==> src/rtl/add_sub_pipe_unit.sv <==
// add_sub_pipe_unit: pipelined integer add/subtract/compare execution unit.
//
// Accepts one op per cycle over input_valid/input_ready, returns it PIPE_STAGES
// cycles later over output_valid/output_ready with the RS tag, destination GPR
// and destination CR field.
//
// Ports:
//   clk, rst                      clock, asynchronous active-high reset
//   flush                         synchronous; drops every in-flight op
//   input_valid / input_ready     issue handshake
//   rs_id_in, result_reg_addr_in, cr_field_in   tag and destinations
//   op1, op2                      operands (rA, rB)
//   carry_in, so_in               XER[CA], XER[SO]
//   subtract, add_ca, compare, compare_unsigned, alter_ca, alter_ov, alter_cr
//   output_valid / output_ready   result handshake
//   rs_id_out, result_reg_addr_out, cr_field_out  tag and destinations
//   result, ca, ov, cr            sum/difference, XER flags, {LT, GT, EQ, SO}
//   ca_valid, ov_valid, cr_valid  writeback enables
//
// Stage 0 registers the low half of the sum and its carry; stage 1 finishes
// the high half and all flags; later stages only delay the finished result.
module add_sub_pipe_unit #(
  parameter int unsigned RS_ID_WIDTH = 5,
  parameter int unsigned DATA_WIDTH  = 32,
  parameter int unsigned PIPE_STAGES = 4
) (
  input  logic                   clk,
  input  logic                   rst,
  input  logic                   flush,
  input  logic                   input_valid,
  output logic                   input_ready,
  input  logic [RS_ID_WIDTH-1:0] rs_id_in,
  input  logic [4:0]             result_reg_addr_in,
  input  logic [2:0]             cr_field_in,
  input  logic [DATA_WIDTH-1:0]  op1,
  input  logic [DATA_WIDTH-1:0]  op2,
  input  logic                   carry_in,
  input  logic                   so_in,
  input  logic                   subtract,
  input  logic                   add_ca,
  input  logic                   compare,
  input  logic                   compare_unsigned,
  input  logic                   alter_ca,
  input  logic                   alter_ov,
  input  logic                   alter_cr,
  output logic                   output_valid,
  input  logic                   output_ready,
  output logic [RS_ID_WIDTH-1:0] rs_id_out,
  output logic [4:0]             result_reg_addr_out,
  output logic [2:0]             cr_field_out,
  output logic [DATA_WIDTH-1:0]  result,
  output logic                   ca,
  output logic                   ov,
  output logic [3:0]             cr,
  output logic                   ca_valid,
  output logic                   ov_valid,
  output logic                   cr_valid
);

  localparam int unsigned N   = PIPE_STAGES;
  localparam int unsigned LO  = DATA_WIDTH / 2;
  localparam int unsigned HI  = DATA_WIDTH - LO;
  localparam int unsigned MSB = DATA_WIDTH - 1;

  // Stage 0 payload: half-finished sum plus everything stage 1 needs.
  typedef struct packed {
    logic [RS_ID_WIDTH-1:0] rs_id;
    logic [4:0]             addr;
    logic [2:0]             crf;
    logic [DATA_WIDTH-1:0]  op1;
    logic [DATA_WIDTH-1:0]  op2;
    logic [LO-1:0]          lo_sum;
    logic                   lo_co;
    logic                   so_in;
    logic                   subtract;
    logic                   compare;
    logic                   compare_unsigned;
    logic                   alter_ca;
    logic                   alter_ov;
    logic                   alter_cr;
  } s0_t;

  // Finished result carried by stages 1..N-1.
  typedef struct packed {
    logic [RS_ID_WIDTH-1:0] rs_id;
    logic [4:0]             addr;
    logic [2:0]             crf;
    logic [DATA_WIDTH-1:0]  result;
    logic                   ca;
    logic                   ov;
    logic [3:0]             cr;
    logic                   ca_valid;
    logic                   ov_valid;
    logic                   cr_valid;
  } res_t;

  logic [N-1:0]          valid_q;
  logic [N-1:0]          en;
  s0_t                   s0_q, s0_d;
  res_t                  res_q [N-1:1];
  res_t                  res_d;

  logic [DATA_WIDTH-1:0] a_in;
  logic                  cin;
  logic [HI-1:0]         a_hi, hi_sum;
  logic                  hi_co;
  logic [DATA_WIDTH-1:0] sum;
  logic                  lt, gt, eq, ovf;

  // Ready ripples back from the output: a stage may load if it is empty or
  // the stage after it is also moving, so bubbles collapse.
  always_comb begin
    logic e;
    e         = output_ready | ~valid_q[N-1];
    en[N-1]   = e;
    for (int k = int'(N) - 2; k >= 0; k--) begin
      e     = ~valid_q[k] | e;
      en[k] = e;
    end
  end

  assign input_ready = en[0] & ~flush;

  // Low half of the carry chain.
  always_comb begin
    s0_d                  = '0;
    a_in                  = subtract ? ~op1 : op1;
    cin                   = add_ca ? carry_in : subtract;
    {s0_d.lo_co, s0_d.lo_sum} = {1'b0, a_in[LO-1:0]} + {1'b0, op2[LO-1:0]}
                              + {{LO{1'b0}}, cin};
    s0_d.rs_id            = rs_id_in;
    s0_d.addr             = result_reg_addr_in;
    s0_d.crf              = cr_field_in;
    s0_d.op1              = op1;
    s0_d.op2              = op2;
    s0_d.so_in            = so_in;
    s0_d.subtract         = subtract;
    s0_d.compare          = compare;
    s0_d.compare_unsigned = compare_unsigned;
    s0_d.alter_ca         = alter_ca;
    s0_d.alter_ov         = alter_ov;
    s0_d.alter_cr         = alter_cr;
  end

  // High half of the carry chain, flags and compare.
  always_comb begin
    res_d          = '0;
    res_d.rs_id    = s0_q.rs_id;
    res_d.addr     = s0_q.addr;
    res_d.crf      = s0_q.crf;
    a_hi           = s0_q.subtract ? ~s0_q.op1[MSB:LO] : s0_q.op1[MSB:LO];
    {hi_co, hi_sum} = {1'b0, a_hi} + {1'b0, s0_q.op2[MSB:LO]} + {{HI{1'b0}}, s0_q.lo_co};
    sum            = {hi_sum, s0_q.lo_sum};
    // Signed overflow: operands agree in sign but the sum does not.
    ovf            = (a_hi[HI-1] == s0_q.op2[MSB]) & (sum[MSB] != a_hi[HI-1]);
    lt             = sum[MSB];
    eq             = (sum == '0);
    gt             = ~lt & ~eq;
    if (s0_q.compare) begin
      lt             = s0_q.compare_unsigned ? (s0_q.op1 < s0_q.op2)
                                             : ($signed(s0_q.op1) < $signed(s0_q.op2));
      eq             = (s0_q.op1 == s0_q.op2);
      gt             = ~lt & ~eq;
      res_d.cr       = {lt, gt, eq, s0_q.so_in};
      res_d.cr_valid = 1'b1;
    end else begin
      res_d.result   = sum;
      res_d.ca       = hi_co;
      res_d.ov       = ovf;
      res_d.cr       = {lt, gt, eq, s0_q.so_in | (s0_q.alter_ov & ovf)};
      res_d.ca_valid = s0_q.alter_ca;
      res_d.ov_valid = s0_q.alter_ov;
      res_d.cr_valid = s0_q.alter_cr;
    end
  end

  always_ff @(posedge clk or posedge rst) begin
    if (rst) begin
      valid_q <= '0;
      s0_q    <= '0;
      for (int unsigned k = 1; k < N; k++) res_q[k] <= '0;
    end else begin
      if (flush) begin
        valid_q <= '0;
      end else begin
        if (en[0]) valid_q[0] <= input_valid;
        for (int unsigned k = 1; k < N; k++) begin
          if (en[k]) valid_q[k] <= valid_q[k-1];
        end
      end
      if (en[0]) s0_q <= s0_d;
      if (en[1]) res_q[1] <= res_d;
      for (int unsigned k = 2; k < N; k++) begin
        if (en[k]) res_q[k] <= res_q[k-1];
      end
    end
  end

  assign output_valid        = valid_q[N-1];
  assign rs_id_out           = res_q[N-1].rs_id;
  assign result_reg_addr_out = res_q[N-1].addr;
  assign cr_field_out        = res_q[N-1].crf;
  assign result              = res_q[N-1].result;
  assign ca                  = res_q[N-1].ca;
  assign ov                  = res_q[N-1].ov;
  assign cr                  = res_q[N-1].cr;
  assign ca_valid            = res_q[N-1].ca_valid;
  assign ov_valid            = res_q[N-1].ov_valid;
  assign cr_valid            = res_q[N-1].cr_valid;

endmodule

==> config.mk <==
export PLATFORM = sky130hd
export DESIGN_NAME = add_sub_pipe_unit
export DESIGN_NICKNAME = d
export VERILOG_FILES = /design/src/rtl/add_sub_pipe_unit.sv
export SDC_FILE = /design/constraint.sdc
export NUM_CORES = 1
export LEC_CHECK = 0
export CAP_MARGIN = 20
export CORE_ASPECT_RATIO = 1.75
export CORE_MARGIN = 10
export CORE_UTILIZATION = 53
export CTS_BUF_LIST = sky130_fd_sc_hd__clkbuf_8
export CTS_CLUSTER_DIAMETER = 50
export DETAILED_ROUTE_END_ITERATION = 10
export GPL_ROUTABILITY_DRIVEN = 0
export HOLD_SLACK_MARGIN = 0.1
export PLACE_DENSITY_LB_ADDON = 0.12
export SLEW_MARGIN = 40
export SYNTH_ARGS = -nofsm -noshare
export SYNTH_HDL_FRONTEND = slang
export SYNTH_SLANG_ARGS = --single-unit
==> constraint.sdc <==
create_clock -name clk -period 9.8 [get_ports clk]
set_input_delay 2.94 -clock clk [delete_from_list [all_inputs] [get_ports clk]]
set_output_delay 2.94 -clock clk [all_outputs]
set_load 0.01 [all_outputs]
**Word level (Yosys, flattened, before mapping)**

Index checks and enable logic that the tools add are counted.

- Word-level logic and storage cells: 96
- Input bits: 91
- Flip-flop bits (word level): 267
- Output and inout port bits: 56

- Bitwise logic cells: 21
- Add/sub/neg operators: 4
- $lt $le $gt $ge: 2
- Reductions and logical operators: 5
- Mux-type cells: 13
- Eq/ne operators: 3

Operator list:

| cell | number |
|---|---|
| $lt A32 B32 Y1 | 2 |
| $add A16 B16 Y17 | 2 |
| $add A17 B1 Y17 | 2 |
| $mux W34 | 1 |
| $eq A32 B32 Y1 | 1 |
| $logic_not A32 Y1 | 1 |
| $mux W16 | 2 |
| $not A16 Y16 | 2 |
| $not A1 Y1 | 9 |
| $mux W4 | 2 |
| $reduce_bool A2 Y1 | 4 |
| $mux W1 | 7 |
| $and A1 B1 Y1 | 5 |
| $or A1 B1 Y1 | 5 |
| $mux W2 | 1 |
| $eq A1 B1 Y1 | 1 |
| $ne A1 B1 Y1 | 1 |

**Logic depth before layout (Yosys ltp)**

- Word-level depth: 9
- Gate-level depth with buffers: 13
- Mapped depth without buffers: 11

**Worst setup path after synthesis**

Ideal clock, no wire load.

- Path type: input to output
- Start: in output_ready
- End: out input_ready
- Required time: 6860 ps
- Stages on the path: 6
- Path slack: 2903 ps
- Arrival time: 3957 ps
- Buffers on the path: 1
- Cells stage by stage: nor2b_1 > nand2_1 > nor2_1 > and2_1 > clkbuf_1 > nor2_1

- Word-level cells in the longest chain between the ends: 5

RTL lines:

| item | RTL line | RTL |
|---|---|---|
| from (decl) | 47 | `input logic output_ready,` |
| $or A1 B1 Y1 | 114 | `e = output_ready \| ~valid_q[N-1];` |
| $or A1 B1 Y1 (3 in a row) | 117 | `e = ~valid_q[k] \| e;` |
| $and A1 B1 Y1 | 122 | `assign input_ready = en[0] & ~flush;` |
| to (decl) | 31 | `output logic input_ready,` |

No other way between the ends.

**Worst setup path after layout**

Ends and elaborated chain as after synthesis.

==> impl_metrics.toml <==
[route]
1st_pass_router_iterations = 4
dr.first_iter.drc_count = 498
route.vias.total = 9442
drc = 0
post_drt_via_cell_ratio = 5.28
routed_wl_um = 29100
drtAntennaViolNets = 0
routed_wire_length_per_instance_um = 16.3

[power]
peakVddDrop_mv = 0.127
power_frac_clock = 0.320
power_density_nw_per_um2 = 177
p_leak_nw = 7.45
fin_total_pwr_mw = 2.67
power.switching_fraction = 0.281
combinationalPowerShare = 0.185
power_switching_mw = 0.751
power.sequential.fraction = 0.495
cell_internal_pwr_mw = 1.92

[sta]
setup_viol = 0
max_fclk_mhz = 131
timing_worst_slew_pin_value_ns = 0.807
timing.final.hold_violations = 0
totalNegativeSetupSlack_ns = 0
final_max_slew_viol_count = 0
final_min_period_over_clock_period = 0.780
slew_headroom = 0.462
post-route-min-period_ns = 7.65
rsz_0062_raised_after_global_routing = "false"
worst_clock_skew_ns = 0.0233

[grt]
grtUsageMet2 = 0.329
grt_max_degree = 129
grt_use_met3 = 0.0401
overflow = 0
grt_pass1_wl_um = 48200
initial_antenna_violation_count = 0
met1_track_usage_gr = 0.210
grt.busiest_layer = "met2"
globalRouteTotalUtil = 0.183
grt_pass1_vias = 9682

[clocking]
number_of_clock_sinks = 267
post_cts_resize_count = 0
cts_hold_repair.buffers = 0
tritoncts_clock_tree = "done"
cts_max_path_buffers = 3
root_buffer = "clkbuf_8"
cts_made_buffers = 40
cts_post_setup_buffers_inserted = 0
cts.clk_slew.worst_paths_ns = 0.06
htree_num_levels = 2
worstSkewPairLatency_ns = 0.57

[worst_setup_path]
critical_path.max_fanout = 2
timing.setup.critical_path_class = "in2out"
timing.critical_path.cells = "clkdlybuf4s50_1 -> nor2b_4 -> nand2_2 -> nor2_4 -> and2_2 -> nor2_1 -> clkdlybuf4s50_1"
critical_path_s_slowest_cell = "clkdlybuf4s50_1"
cpPeakStageDelay_ns = 0.61
timing.critical_path.mode_cell = "clkdlybuf4s50_1"
crit_path_start_kind = "input port"
critPathArrivalTime_ns = 4.71
critical_path_required_ns = 6.86
kind_of_capture_point_of_the_worst_setup_path = "primary output"

[synthesis]
netlist.top_cell.by_area = "dfrtp_1"
synth_enable_flop_cells = 0
synth-adder-area-share = 0.0660
synth_flop_cell = "dfrtp_1"
yosys.area_share.simple = 0.189
yosysSeqAreaShare = 0.515
yosys_synthesis_warning_count = 0
synth_area_leaders = "dfrtp_1 (51%), nand2_1 (13%), ha_1 (6.0%)"
post_synthesis_net_count = 1522
synth_top_area_frac = 0.515
main_combinational_cell_family_by_area_after_synthesis = "simple AND/OR/NAND/NOR gates"
synth-compound-area-share = 0.0821
syn-cell-area_um2 = 13000
synth_xor_xnor_area_share = 0.0371
synth_cells = 1365
synthesis_stage_register_bit_count = 267
synth_async_sr_flop_share = 1.00
synthMuxAreaShare = 0.0492
postSynthAreaPerCell_um2 = 9.51
post_synth_num_cell_types = 60

[run_status]
run_status = "finished clean"

[cells_and_area]
num_antenna_cells = 0
layout.core_utilization = 0.628
stdcell_count = 1789
fillers = 2092
nets = 1611
post_route_cells_drive_above_1_share = 0.0912
syn2layout_area_growth_pct = 16.3
postLayoutCellArea_um2 = 15100

[job]
cap_viol_max_count = 0

[floorplanning]
num_io_pins = 147
placeableCoreArea_um2 = 24000
die-height_um = 227
total_die_area_um2 = 31400
dieWidth_um = 138
initial_utilization = 0.540
std_cell_rows = 75

[placed_design]
place_area_um2 = 14300
cell_total_after_placement = 1720
dpl.hpwl_um = 20800
portBuffers = 146

[hold_path]
worstHoldPathType = "reg2reg"
sequential cells by signal (all words and copies together), names as in the netlist, 3 cells and up:
register	flops
res_q	108
result_reg_addr_out	5
s0_q	88
rs_id_out	5
valid_q	4
cr	4
result	32
cr_field_out	3
res_d	13
synth_stat cells, types with 6 or more instances:
master      n
o211ai_1    6
clkbuf_1   51
ha_1       62
xnor2_1    15
a31oi_1     8
a21oi_1    34
nor2_1     51
nor3_1     15
mux2_2     54
o21ai_0    60
nand3_1    28
a22o_1      9
o31ai_1     8
dfrtp_1   267
inv_1      49
xor2_1     40
nor2b_1     7
a211oi_1    8
nand2_1   452
nand2b_1    6
nand4_1    10
buf_4      49
logic make-up (layout without fill, tap and decap cells):
family,Yosys count,after routing
buffers and inverters,157,273
adder cells (fa/ha/maj),66,66
multiplexers,57,57
flip-flops,267,267
AND/OR/NAND/NOR,596,596
XOR/XNOR,55,55
AO/OA/AOI/OAI,167,167
critical path, delay by kind of cell:
family,cells,cell delay (ns)
buffers and inverters,2,1.15
and+or+nand+nor,5,0.61
worst paths after layout:
| path | startpoint | end | slack (ns) | cells after the start |
|---|---|---|---|---|
| hold reg to reg | res_q[12]$_DFFE_PP0P_ | res_q[12]$_DFFE_PP0P_ | 0.46 | 2 |
| min in group asynchronous | rst | res_q[93]$_DFFE_PP0P_ | 2.77 | 2 |
| hold / removal | res_q[12]$_DFFE_PP0P_ | res_q[12]$_DFFE_PP0P_ | 0.46 | 2 |
| max in group asynchronous | rst | result[12]$_DFFE_PP0P_ | 5.73 | 4 |
| setup / recovery | output_ready | input_ready | 2.15 | 7 |
| setup reg to reg | s0_q[5]$_DFFE_PP0P_ | res_q[5]$_DFFE_PP0P_ | 5.71 | 11 |
cell type report:
type | count | area [µm²] | area share
Multi-Input combinational cell | 941 | 5530 | 0.366
Inverter | 49 | 188 | 0.0124
Timing Repair Buffer | 155 | 1570 | 0.104
Tap cell | 308 | 385 | 0.0255
Clock inverter | 22 | 96.3 | 0.00638
Clock buffer | 47 | 647 | 0.0429
Sequential cell | 267 | 6680 | 0.443
cells in the final DEF, fill, tap and decap left out, types with 2 or more instances in the layout:
master           Yosys  layout
o21bai_1             4       4
o21a_1               5       5
xnor2_1             15      15
a21oi_1             34      34
nand2b_4             1       2
a31oi_1              8       8
nand2b_1             6       5
a21o_2               3       3
clkbuf_8             2      48
a211oi_1             8       8
buf_4               49       5
fa_1                 4       4
clkdlybuf4s50_1      0     145
nand4_1             10      10
nand3_1             28      28
and3_1               5       5
mux2_2              54      54
a21boi_0             2       2
o31ai_1              8       8
nor2b_4              1       2
inv_1               49      65
nor4_1               2       2
ha_1                62      62
nor2b_1              7       6
mux2i_1              3       3
nor2_1              51      50
clkinvlp_4           0       4
nand2_1            452     450
a311oi_1             3       3
nor3_1              15      15
a22o_1               9       9
or4_1                5       5
o21ai_0             60      60
a21o_1               4       4
dfrtp_1            267     266
xor2_1              40      40
clkinv_2             0       2
or3_1                5       5
o211ai_1             6       6
per-stage QoR:
step                      setup slack, ns  hold WS, ns
after floorplan                      2.90        0.433
after global placement               2.16        0.443
after detailed placement             2.18        0.450
after CTS                            2.16        0.464
after global routing                 2.11        0.481
final                                2.15        0.461
power groups by stage:
stage | clock network, mW | registers [mW] | logic, mW
after floorplan | 0 | 1.31 | 0.359
final | 0.853 | 1.32 | 0.494
after CTS | 0.880 | 1.32 | 0.501
after global placement | 0 | 1.34 | 0.486
after global routing | 0.920 | 1.34 | 0.552
after detailed placement | 0 | 1.34 | 0.499
metal layers:
metal | wire length, µm | up-vias
li1 | - | 4626
met1 | 12000 | 4555
met2 | 14800 | 207
met3 | 1420 | 54
met4 | 829 | 0
met5 | 0 | -
No activity file was read; power rests on OpenSTA's default activity.
